**config.mk**
```make
export PLATFORM = sky130hd
export DESIGN_NAME = move_io_sequencer
export DESIGN_NICKNAME = d
export VERILOG_FILES = /design/src/rtl/move_io_sequencer.sv
export SDC_FILE = /design/constraint.sdc
export NUM_CORES = 1
export LEC_CHECK = 0
export CAP_MARGIN = 20
export CORE_ASPECT_RATIO = 0.8
export CORE_MARGIN = 10
export CORE_UTILIZATION = 39
export DETAILED_ROUTE_END_ITERATION = 6
export MAX_ROUTING_LAYER = met4
export PLACE_DENSITY = 0.79
export SYNTH_ARGS = -nofsm -noshare
export SYNTH_HDL_FRONTEND = slang
export SYNTH_SLANG_ARGS = --single-unit
```
**constraint.sdc**
```tcl
create_clock -name clock -period 2.2 [get_ports clock]
set_input_delay 0.44 -clock clock [delete_from_list [all_inputs] [get_ports clock]]
set_output_delay 0.44 -clock clock [all_outputs]
set_load 0.01 [all_outputs]
```
**src/rtl/move_io_sequencer.sv**
```systemverilog
`default_nettype none
// ============================================================================
// Module   : move_io_sequencer
// Brief    : Hard-wired control sequencer for the T0..T3 fetch cycle and the
//            register-move / I/O subset (mfhi, mflo, in, out, nop, halt).
//            Drives the datapath control inputs as Moore outputs decoded from
//            the current state and the IR read back from the datapath.
// Options  : SINGLE_STEP_EN - adds input 'step' and a PAUSE state that every
//            non-halt retire parks in until step is asserted.
// Revision : 1.0 - initial release
// ============================================================================
module move_io_sequencer #(
    parameter logic [4:0] SEL_HI     = 5'b10000,
    parameter logic [4:0] SEL_LO     = 5'b10001,
    parameter logic [4:0] SEL_PC     = 5'b10100,
    parameter logic [4:0] SEL_MDR    = 5'b10101,
    parameter logic [4:0] SEL_INPORT = 5'b10110,
    parameter logic [4:0] SEL_RF     = 5'b00000,
    parameter int         CNT_W      = 16
) (
    input  logic             clock,
    input  logic             clear,
    input  logic             start,
`ifdef SINGLE_STEP_EN
    input  logic             step,
`endif
    input  logic [31:0]      ir,
    output logic [4:0]       BusDataSelect,
    output logic             e_MAR,
    output logic             e_MDR,
    output logic             e_IR,
    output logic             e_HI,
    output logic             e_InPort,
    output logic             e_OutPort,
    output logic             incPC,
    output logic             ram_read,
    output logic             MDR_read,
    output logic             Gra,
    output logic             e_Rin,
    output logic             e_Rout,
    output logic             halted,
    output logic             illegal,
    output logic [CNT_W-1:0] instr_count
);

    localparam logic [4:0] OP_MFLO = 5'b11000;
    localparam logic [4:0] OP_MFHI = 5'b11001;
    localparam logic [4:0] OP_IN   = 5'b10110;
    localparam logic [4:0] OP_OUT  = 5'b10111;
    localparam logic [4:0] OP_NOP  = 5'b11010;
    localparam logic [4:0] OP_HALT = 5'b11011;

    typedef enum logic [3:0] {
        ST_IDLE  = 4'd0,
        ST_T0    = 4'd1,
        ST_T1    = 4'd2,
        ST_T2    = 4'd3,
        ST_T3    = 4'd4,
        ST_T4    = 4'd5,
        ST_T5    = 4'd6,
        ST_HALT  = 4'd7
`ifdef SINGLE_STEP_EN
        ,
        ST_PAUSE = 4'd8
`endif
    } state_t;

`ifdef SINGLE_STEP_EN
    localparam state_t ST_AFTER_RETIRE = ST_PAUSE;
`else
    localparam state_t ST_AFTER_RETIRE = ST_T0;
`endif

    state_t           state_q, state_d;
    logic [CNT_W-1:0] count_q;
    logic             w_retire;
    logic [4:0]       w_op;

    // Register fields below the opcode are consumed by the datapath's
    // select/encode logic, not by the sequencer.
    logic             w_ir_unused;

    assign w_op        = ir[31:27];
    assign w_ir_unused = ^ir[26:0];
    assign instr_count = count_q;

    // State register and retired-instruction counter; clear wins over all.
    always_ff @(posedge clock) begin
        if (clear) begin
            state_q <= ST_IDLE;
            count_q <= '0;
        end else begin
            state_q <= state_d;
            if (w_retire) begin
                count_q <= count_q + CNT_W'(1);
            end
        end
    end

    // Next-state and Moore control decode from current state and opcode.
    always_comb begin
        state_d       = state_q;
        w_retire      = 1'b0;
        BusDataSelect = SEL_RF;
        e_MAR         = 1'b0;
        e_MDR         = 1'b0;
        e_IR          = 1'b0;
        e_HI          = 1'b0;
        e_InPort      = 1'b0;
        e_OutPort     = 1'b0;
        incPC         = 1'b0;
        ram_read      = 1'b0;
        MDR_read      = 1'b0;
        Gra           = 1'b0;
        e_Rin         = 1'b0;
        e_Rout        = 1'b0;
        halted        = 1'b0;
        illegal       = 1'b0;

        case (state_q)
            ST_IDLE: begin
                if (start) state_d = ST_T0;
            end
            ST_T0: begin
                BusDataSelect = SEL_PC;
                e_MAR         = 1'b1;
                incPC         = 1'b1;
                state_d       = ST_T1;
            end
            ST_T1: begin
                ram_read = 1'b1;
                state_d  = ST_T2;
            end
            ST_T2: begin
                MDR_read = 1'b1;
                e_MDR    = 1'b1;
                state_d  = ST_T3;
            end
            ST_T3: begin
                BusDataSelect = SEL_MDR;
                e_IR          = 1'b1;
                state_d       = ST_T4;
            end
            ST_T4: begin
                case (w_op)
                    OP_MFHI, OP_MFLO: begin
                        BusDataSelect = (w_op == OP_MFHI) ? SEL_HI : SEL_LO;
                        Gra           = 1'b1;
                        e_Rin         = 1'b1;
                        w_retire      = 1'b1;
                        state_d       = ST_AFTER_RETIRE;
                    end
                    OP_IN: begin
                        // Latch the port first; the register write happens in T5.
                        e_InPort = 1'b1;
                        state_d  = ST_T5;
                    end
                    OP_OUT: begin
                        Gra       = 1'b1;
                        e_Rout    = 1'b1;
                        e_OutPort = 1'b1;
                        w_retire  = 1'b1;
                        state_d   = ST_AFTER_RETIRE;
                    end
                    OP_NOP: begin
                        w_retire = 1'b1;
                        state_d  = ST_AFTER_RETIRE;
                    end
                    OP_HALT: begin
                        w_retire = 1'b1;
                        state_d  = ST_HALT;
                    end
                    default: begin
                        // Unsupported opcode: flag it, skip counting, refetch.
                        illegal = 1'b1;
                        state_d = ST_T0;
                    end
                endcase
            end
            ST_T5: begin
                BusDataSelect = SEL_INPORT;
                Gra           = 1'b1;
                e_Rin         = 1'b1;
                w_retire      = 1'b1;
                state_d       = ST_AFTER_RETIRE;
            end
            ST_HALT: begin
                halted = 1'b1;
            end
`ifdef SINGLE_STEP_EN
            ST_PAUSE: begin
                if (step) state_d = ST_T0;
            end
`endif
            default: begin
                state_d = ST_IDLE;
            end
        endcase
    end

endmodule
`default_nettype wire

```
* After elaboration in Yosys (flattened, before gate mapping)
Cells that the tools add are included.
** Cells by class
- Add/subtract/negate cells :: 1
- Multiply operators :: 0
- Div/mod/pow operators :: 0
- $lt $le $gt $ge :: 0
- Eq/ne operators :: 14
- Shifts and indexed selects :: 0
- Muxes and demuxes :: 23
- Bitwise operators :: 1
- Reduce and logical (&&, ||, !) cells :: 6
** Operators with widths (count)
- $pmux 4 s8 :: 1
- $eq 5x5->1 const B :: 6
- $pmux 5 s4 :: 1
- $add 16x1->16 const B :: 1
- $eq 4x3->1 const B :: 4
- $mux 1 :: 15
- $eq 4x2->1 const B :: 2
- $pmux 1 s2 :: 3
- $pmux 3 s2 :: 1
- $reduce_or 6->1 :: 1
- $mux 5 :: 1
- $reduce_or 5->1 :: 1
- $eq 4x1->1 const B :: 1
- $logic_not 4->1 :: 1
- $mux 4 :: 1
- $reduce_or 3->1 :: 1
- $ne 2x2->1 const B :: 1
- $reduce_and 2->1 :: 1
- $reduce_or 2->1 :: 1
- $not 1->1 :: 1
** Word-level totals
- Register bits :: 20
- Bits in latches :: 0
- Bits in writable memories :: 0
- Memory bits (read-only) :: 0
- Input bits :: 35
- Output and inout port bits :: 35
- Word-level logic and storage cells :: 47
- Memories :: 0

* Longest topological paths before layout
Gate-level depths: netlist of run 1.
- Word-level depth :: 4
- Gate-level depth with buffers :: 6
- Mapped depth without buffers :: 5

* Least setup slack after synthesis of run 1
Ideal clock, no wire load.
- Kind :: reg2out
- Start point :: register state_q[1]
- End point :: output Gra
- Arrival :: 1.360 ns
- Required time :: 1.760 ns
- Path slack :: 0.400 ns
- Cell stages (with the launch flop) :: 5
- Path buffers :: 1
- Cell sequence :: dfxtp_1 > nand2b_1 > buf_2 > nor4_1 > or2_2
** On the way
- Cells in the longest elaborated chain, start to end :: 2
- Elaborated cells on any way between the ends :: 3
- Those cells by class :: eq/ne (2); mux (1)
** Ends and longest elaborated chain
- from (decl) :: RTL line 74 : state_t state_q, state_d;
- from (signal assigned) :: RTL line 93 : state_q <= state_d;
- $eq 4x3->1 :: RTL line 120 : case (state_q)
- $pmux 1 s2 (*) :: RTL line 120
- to (decl) :: RTL line 38 : output logic Gra,
Mark *: on every way between the ends. The rest lies on a longest branch, timed or not.

* Final worst setup path of run 1
- Start point :: input ir[27]
- End point :: register count_q[15], in the netlist instr_count[15]
** On the way
- Cells in the longest elaborated chain, start to end :: 4
- Elaborated cells on any way between the ends :: 8
- Those cells by class :: eq/ne (5); mux (2); reduce/logical (1)
** Ends and longest elaborated chain
- from (decl) :: RTL line 27 : input logic [31:0] ir,
- $eq 5x5->1 :: RTL line 145 : case (w_op)
- $reduce_or 5->1 (no line) (*)
- $mux 1 (*) :: RTL line 145
- $pmux 1 s2 (*) :: RTL line 120
- to (signal assigned) :: RTL line 95 : count_q <= count_q + CNT_W'(1);
- to (decl) :: RTL line 75 : logic [CNT_W-1:0] count_q;
Marked as above.
A chain may end at the register's enable or synchronous reset.

==> summary.md, run 1 <==
The first detailed-routing pass took 5 iterations. Grouping stages by cell kind, the critical path spends the most delay in compound AO/OA/AOI/OAI gates. The run gives 0.0250 ns as the least setup slack across all paths after layout. Setup violations remaining at the end of the flow were counted as 0.

Setup repair after global routing could not meet its margin everywhere. In this run the horizontal extent of the chip is 84.9 um. The run gives 1880 um2 as the final design instance area without fill.

Compared with the post-synthesis result, the final layout area differs by 43.4%. The floorplan step defined a core boundary enclosing 3150 um2. On the final layout, the worst clock skew is 0.00392 ns. The share of synthesized flip-flops with an asynchronous set or reset came out at 0. The die covers 6100 um2. The height of the die was 71.9 um; the DRC marker count from the first detailed-route iteration was 48.

The library cell used most frequently in the layout, excluding fill and tap cells, is sky130_fd_sc_hd__clkdlybuf4s50_1. Most instantiated flip-flop cell in the synthesis netlist: sky130_fd_sc_hd__dfxtp_1. The worst hold slack came out at 0.527 ns. The logs give 0 for the antenna diode count and 0 ns for the final sum of negative setup slack. The first global-routing pass estimated 6.04 mm of wire. TritonCTS built the clock tree. The worst hold-check path type is reg2reg. The number of buffers created by CTS is 3. The critical path is of the in2reg type. The run gives 0.787 nW as the leakage dissipation. For the worst endpoint required time, the log shows 2.35 ns.

In this run the remaining antenna-violating nets after routing total 0. The share of the core filled with cells in the final layout is 0.597. The placed wire-length estimate after detailed placement was 2.79 mm. For flop-to-flop paths, the worst setup slack is 0.33 ns. The run finished with clean final reports. The run gives 0.770 mW as the total design power. In this run the core area contains 18 standard-cell rows. The clock network fraction of total power was 0.322.

Registers take 382 um2. Traced cell by cell, the critical path runs through clkdlybuf4s50_1 -> buf_4 -> nand4b_1 -> a211o_2 -> a2111oi_4 -> mux2_1. The via count normalized by instance count was 5.32.

The logs give 251 for the final layout net count and 1352 for the routed via count. For the worst setup path, the data arrival time is 2.32 ns. IR analysis of the VDD net gives a maximum drop of 393 uV.

The logs give 0 for the residual overflow from global routing and 0.472 for the proportion of power drawn by flip-flops and latches. Number of synthesized register bits: 19. The post-route fraction of the period consumed by the critical path was 0.989; the relative contribution of combinational cells to total power was 0.206. The layout has 303 filler cells. Wires add up to 3.65 mm.

The register area share after synthesis came out at 0.290. In the final routed layout, each cell accounts on average for 14.4 um. Synthesized cell area: 1310 um2. The highest clock rate was 460 MHz. STA classifies the critical path startpoint as an input pin. The total routing usage reported by global routing was 0.119; the source-to-sink clock delay at the later pin of the worst-skew pair was 0.26 ns. The fraction of power spent switching nets came out at 0.272. The cell chosen for the clock root was sky130_fd_sc_hd__clkbuf_8. After synthesis, the netlist uses 41 different library cells. During I/O placement, the number of pins put on the boundary was 70.

For the initial standard-cell utilization of the core, the log shows 0.416. The stage delay of the slowest cell on the critical path is 0.50 ns, and the number of buffers inserted by hold repair at cts is 0. The largest net degree at the start of global routing is 35, and the number of global-route vias before repair is 1217. The total count of max-transition violations in the final report was 0; the clock sink count was 19. The cell at the slowest stage of the critical path was sky130_fd_sc_hd__clkdlybuf4s50_1. The multi-input gate area in the final layout is 863 um2, and the number of H-tree levels is 1. After detailed placement, the design holds a cell count of 249. The library cells used most frequently in the layout, excluding fill and tap cells, are 25 x sky130_fd_sc_hd__clkdlybuf4s50_1, 21 x sky130_fd_sc_hd__nor2_1, 18 x sky130_fd_sc_hd__dfxtp_1, 18 x sky130_fd_sc_hd__buf_4, 14 x sky130_fd_sc_hd__nor2b_1. The last weighted congestion value of the routability-driven placer is 0.863, and the number of instances in the synthesized netlist is 166.

After detailed routing, the number of remaining DRC violations is 0. The tools report the max-cap violation count as 0. The number of synthesized flops with an enable pin works out to 0. For this run, the number of standard cells in the final layout without fillers is 254. The maximum fanout encountered on the critical timing path is 6. The initial antenna violation count is 0. The logs give 0 for the yosys synthesis warning count and 0.560 mW for the internal power consumption. The number of buffers and inverters on the critical path is 2. The worst path needs 2.18 ns of the cycle, external delays included. The net switching power figure was 0.209 mW; the power density over the cells was 409 nW/um2. Buffers placed on the I/O ports in this run total 40. The final count of hold timing violations is 0, and the instance area after placement is 1820 um2.

Clock-pin slew was measured on the worst setup and hold paths at 0.07 ns. The fraction of layout cells with a size suffix above 1 came out at 0.229. Sort of element at the end of the critical path: a register. The clock passes through at most 2 buffers. Before CTS, the worst setup slack after placement is -0.566 ns. The average cell area after synthesis works out to 7.91 um2.
-- sequential cells by signal, summed over array words and instances (netlist names) --
signal / cells
instr_count: 16
state_q: 3
-- final timing paths --
kind	startpoint	end	cells after the start
worst max-delay path	ir[27]	instr_count[15]	6
worst min-delay path	instr_count[1]	instr_count[1]	2
worst max register to register	state_q[0]	instr_count[15]	5
worst min register to register	instr_count[1]	instr_count[1]	2
-- area by class of cell --
class	instances	share of cell area
tap	40	0.0266
inverter	6	0.0120
timing repair buffer	58	0.276
clock buffer	4	0.0239
multi-input combinational	127	0.459
sequential	19	0.203
-- Yosys cell counts (all sizes together) (2+ instances only) --
cell | count | area (um2)
a211oi | 6 | 45.0
a21boi | 2 | 15.0
a21oi | 9 | 45.0
and2 | 3 | 18.8
and3 | 4 | 25.0
and4 | 2 | 17.5
buf | 8 | 52.6
clkbuf | 7 | 26.3
dfxtp | 19 | 380
inv | 6 | 22.5
mux2 | 13 | 146
nand2 | 9 | 36.3
nand2b | 2 | 12.5
nand3 | 4 | 20.0
nand3b | 2 | 15.0
nand4 | 4 | 25.0
nand4b | 2 | 17.5
nor2 | 21 | 78.8
nor2b | 15 | 93.8
nor3 | 3 | 15.0
nor4 | 3 | 18.8
o21a | 2 | 15.0
o21ai | 6 | 30.0
-- power by group through the flow --
stage               clock network, mW  logic, mW  registers [mW]
finish                          0.248      0.158           0.364
global route                    0.274      0.175           0.366
CTS                             0.254      0.159           0.362
floorplan                           0     0.0803           0.369
global placement                    0      0.159           0.370
detailed placement                  0      0.163           0.369
-- what timing repair did --
action                     CTS  global route
setup buffers                1             0
gates resized for setup     38             7
pin swaps                    3             1
setup endpoints to repair   12            18
-- per-layer routing --
metal,GRT usage,wire (um),up-vias
met1,0.154,1710,623
met2,0.178,1690,47
met5,-,0,-
met4,0.0109,8,0
met3,0.0418,244,2
li1,-,-,680
-- tightest hold or removal path, delay by kind of cell, from the launching register on --
family	cells	cell delay (ns)
flip-flops	1	0.34
AO/OA/AOI/OAI	1	0.06
AND/OR/NAND/NOR	1	0.07
-- cell families after synthesis --
group / synth area share
flops: 0.290
mux: 0.112
other cells: 0.00286
simple gates: 0.331
buf+inv: 0.0772
fa+ha+maj: 0.00953
compound gates: 0.178
No activity file was read; power rests on OpenSTA's default activity.
==> inputs of run 2 (changes only) <==
--- a/config.mk
+++ b/config.mk
@@ -7,11 +7,10 @@
 export LEC_CHECK = 0
 export CAP_MARGIN = 20
 export CORE_ASPECT_RATIO = 0.8
-export CORE_MARGIN = 10
-export CORE_UTILIZATION = 39
+export CORE_UTILIZATION = 35
 export DETAILED_ROUTE_END_ITERATION = 6
 export MAX_ROUTING_LAYER = met4
-export PLACE_DENSITY = 0.79
+export PLACE_DENSITY = 0.75
 export SYNTH_ARGS = -nofsm -noshare
 export SYNTH_HDL_FRONTEND = slang
 export SYNTH_SLANG_ARGS = --single-unit
==> constraint.sdc (replaced) <==
create_clock -name clock -period 1.95 [get_ports clock]
set_input_delay 0.39 -clock clock [delete_from_list [all_inputs] [get_ports clock]]
set_output_delay 0.39 -clock clock [all_outputs]
set_load 0.01 [all_outputs]
==> summary.md, run 2 (synthesis results as in run 1) <==
The logs give 0 for the total count of max-transition violations in the final report and 2 for the count of unresolved DRC violations after routing. No sink is reached through more buffers than the 2 on the longest clock path. By startpoint and endpoint, the worst setup path is classified as reg2out. At the worst endpoint, the required time is 1.56 ns.

Wires add up to 3.33 mm. Timing would allow up to 540 MHz. The checks that failed: design-rule violations. After clock tree synthesis, the clock-pin slew on the worst setup and hold paths is 0.07 ns. The top cell types in the final layout, fill and taps aside, are 23 x sky130_fd_sc_hd__buf_4, 21 x sky130_fd_sc_hd__nor2_1, 19 x sky130_fd_sc_hd__clkdlybuf4s50_1. The family of cells with the greatest summed delay on the critical path is buffers and inverters. In this run the tool buffered the top-level ports with 40 buffer cells. Fraction of layout cells with a size suffix above 1: 0.302. Reg-to-reg endpoint: instr_count[9]. The tools report the number of buffers inserted by hold repair at cts as 0. The horizontal die dimension came out at 70.5 um. The height of the die is 56.8 um, and the number of buffers created by CTS is 3. Clock latency on the worst-skew pair, taken at its later pin, is 0.26 ns. Final count of hold timing violations: 0. The register with the most flip-flops in the layout has 16 of them. The tightest hold path in the finished design has a slack of 0.503 ns. For the initial standard-cell utilization of the core, the log shows 0.373. The cell sitting at the root of the clock tree is a sky130_fd_sc_hd__clkbuf_8.

The number of stages on the worst hold path came out at 2. For the arrival time reported for the critical path endpoint, the log shows 1.46 ns. The library cell used most frequently in the layout, excluding fill and tap cells, is sky130_fd_sc_hd__buf_4.

Post-route fraction of the period consumed by the critical path: 0.950. The leakage dissipation is 0.848 nW, and the shortest period the worst path allows is 1.85 ns. The logs give 4000 um2 for the full die area and 331 for the fill cell total of the finished layout.

The number of antenna diodes in the final layout is 0. After floorplanning, the core was divided into 19 placement rows. Counting both buffers and inverters, the worst setup path holds a total of 2.

Setup repair after global routing left no endpoint under its margin. The first global-routing pass estimated 5.35 mm of wire. In this run, placement finished with an instance count of 258. The post-route non-filler standard cell count was 264.

Initial antenna violation count: 0. The end of the worst hold path was instr_count[1]. For the number of H-tree levels, the log shows 1. Global routing finished with a remaining overflow of 0. Register-to-register setup slack: 0.18 ns.

The congestion estimate from routability-driven global placement came to 0.853. The tools report the clock sink count as 19. Entering global routing, the biggest net connects 35 pins. The total area inside the core boundary comes to 3520 um2. The worst hold-check path type is reg2reg. The signal on the critical path passes through buf_4 -> and3_1 -> clkdlybuf4s50_1.

The I/O pin count was 70; the DRC marker count from the first detailed-route iteration was 109. The total routing usage reported by global routing was 0.173; the stage delay of the slowest cell on the critical path was 0.53 ns. Setup violations remaining at the end of the flow were counted as 0. In this run the remaining antenna-violating nets after routing total 0.

The tools report the sort of element at the end of the critical path as a primary output. The maximum fanout encountered on the critical timing path is 7, and the maximum vdd ir drop is 271 uV. Power spread over the standard cell area amounts to 447 nW/um2.

The first detailed-routing pass ran for 6 iterations. The worst register-to-register path begins at state_q[1]. The wire-length estimate of the detail-placed layout is 2.36 mm. Summing all flip-flop and latch instances after layout gives 384 um2.

Sort of element at the start of the critical path: a register. Summing over every cut layer, the via total after detailed routing is 1379. In this run the most critical hold path is launched from instr_count[1].

The slowest stage of the critical path belongs to the cell sky130_fd_sc_hd__clkdlybuf4s50_1. The run gives 903 um2 as the multi-input gate area in the final layout. On the final layout, the worst clock skew is 0.00272 ns.

The flow ran to the end, but the final reports show violations. The final layout net count was 259; the via count normalized by instance count was 5.22. TritonCTS built the clock tree. The max-cap violation count was 0; the wire length per cell was 12.6 um. Relative to the synthesized area, the layout overhead comes to 49.9%.

Measured in cells, the most critical reg-to-reg path has a length of 5. The number of global-route vias before repair is 1160.
[run 2: cell type report]
cell class / count / area share
clock buffer: 4 / 0.0229
inverter: 6 / 0.0115
multi-input combinational: 127 / 0.459
sequential: 19 / 0.195
tap: 42 / 0.0267
timing repair buffer: 66 / 0.284
[run 2: worst reg2reg max path: stages, from the launching register on]
cell and delay [ns]:
sky130_fd_sc_hd__dfxtp_1 0.34, sky130_fd_sc_hd__nand2b_1 0.18, sky130_fd_sc_hd__buf_4 0.17, sky130_fd_sc_hd__a211o_4 0.32
sky130_fd_sc_hd__a211oi_1 0.30, sky130_fd_sc_hd__mux2_2 0.36
[run 2: repair_timing]
| action | CTS | global route |
|---|---|---|
| setup endpoints to repair | 28 | 5 |
| cloned | 0 | 0 |
| pin swaps | 7 | 4 |
| buffers inserted | 2 | 0 |
| gates resized for setup | 63 | 7 |
[run 2: stage by stage]
step / TNS, ns / total power [mW] / util / instance area [um2] / worst slack, ns
5_1_grt: 0 / 0.924 / 0.559 / 1970 / 0.0278
6_report: 0 / 0.880 / 0.559 / 1970 / 0.0973
3_5_place_dp: -11.76 / 0.612 / 0.535 / 1880 / -0.695
3_3_place_gp: -11.05 / 0.610 / 0.535 / 1880 / -0.648
2_1_floorplan: 0 / 0.507 / - / 1320 / 0.200
4_1_cts: 0 / 0.885 / 0.563 / 1980 / 0.0128
[run 2: worst max path at each step]
| stage | startpoint | to | depth (start not counted) |
|---|---|---|---|
| after floorplan | state_q[1] | Gra | 4 |
| after global placement | ir[30] | Gra | 7 |
| after detailed placement | ir[30] | Gra | 7 |
| after CTS | ir[31] | Gra | 7 |
| after global routing | state_q[1] | halted | 3 |
| final | state_q[1] | halted | 3 |
[run 2: layer usage]
| metal | wire [um] | up-vias | global-route usage |
|---|---|---|---|
| li1 | - | 698 | - |
| met1 | 1650 | 632 | 0.248 |
| met2 | 1440 | 44 | 0.237 |
| met3 | 207 | 5 | 0.0449 |
| met4 | 31 | 0 | 0.0437 |
| met5 | 0 | - | - |
[run 2: where the power goes]
part	switching [mW]	leakage [nW]	total [mW]	internal [mW]
registers	0.0112	0.154	0.409	0.398
clock network	0.133	0.0228	0.278	0.146
logic	0.0942	0.671	0.193	0.0986
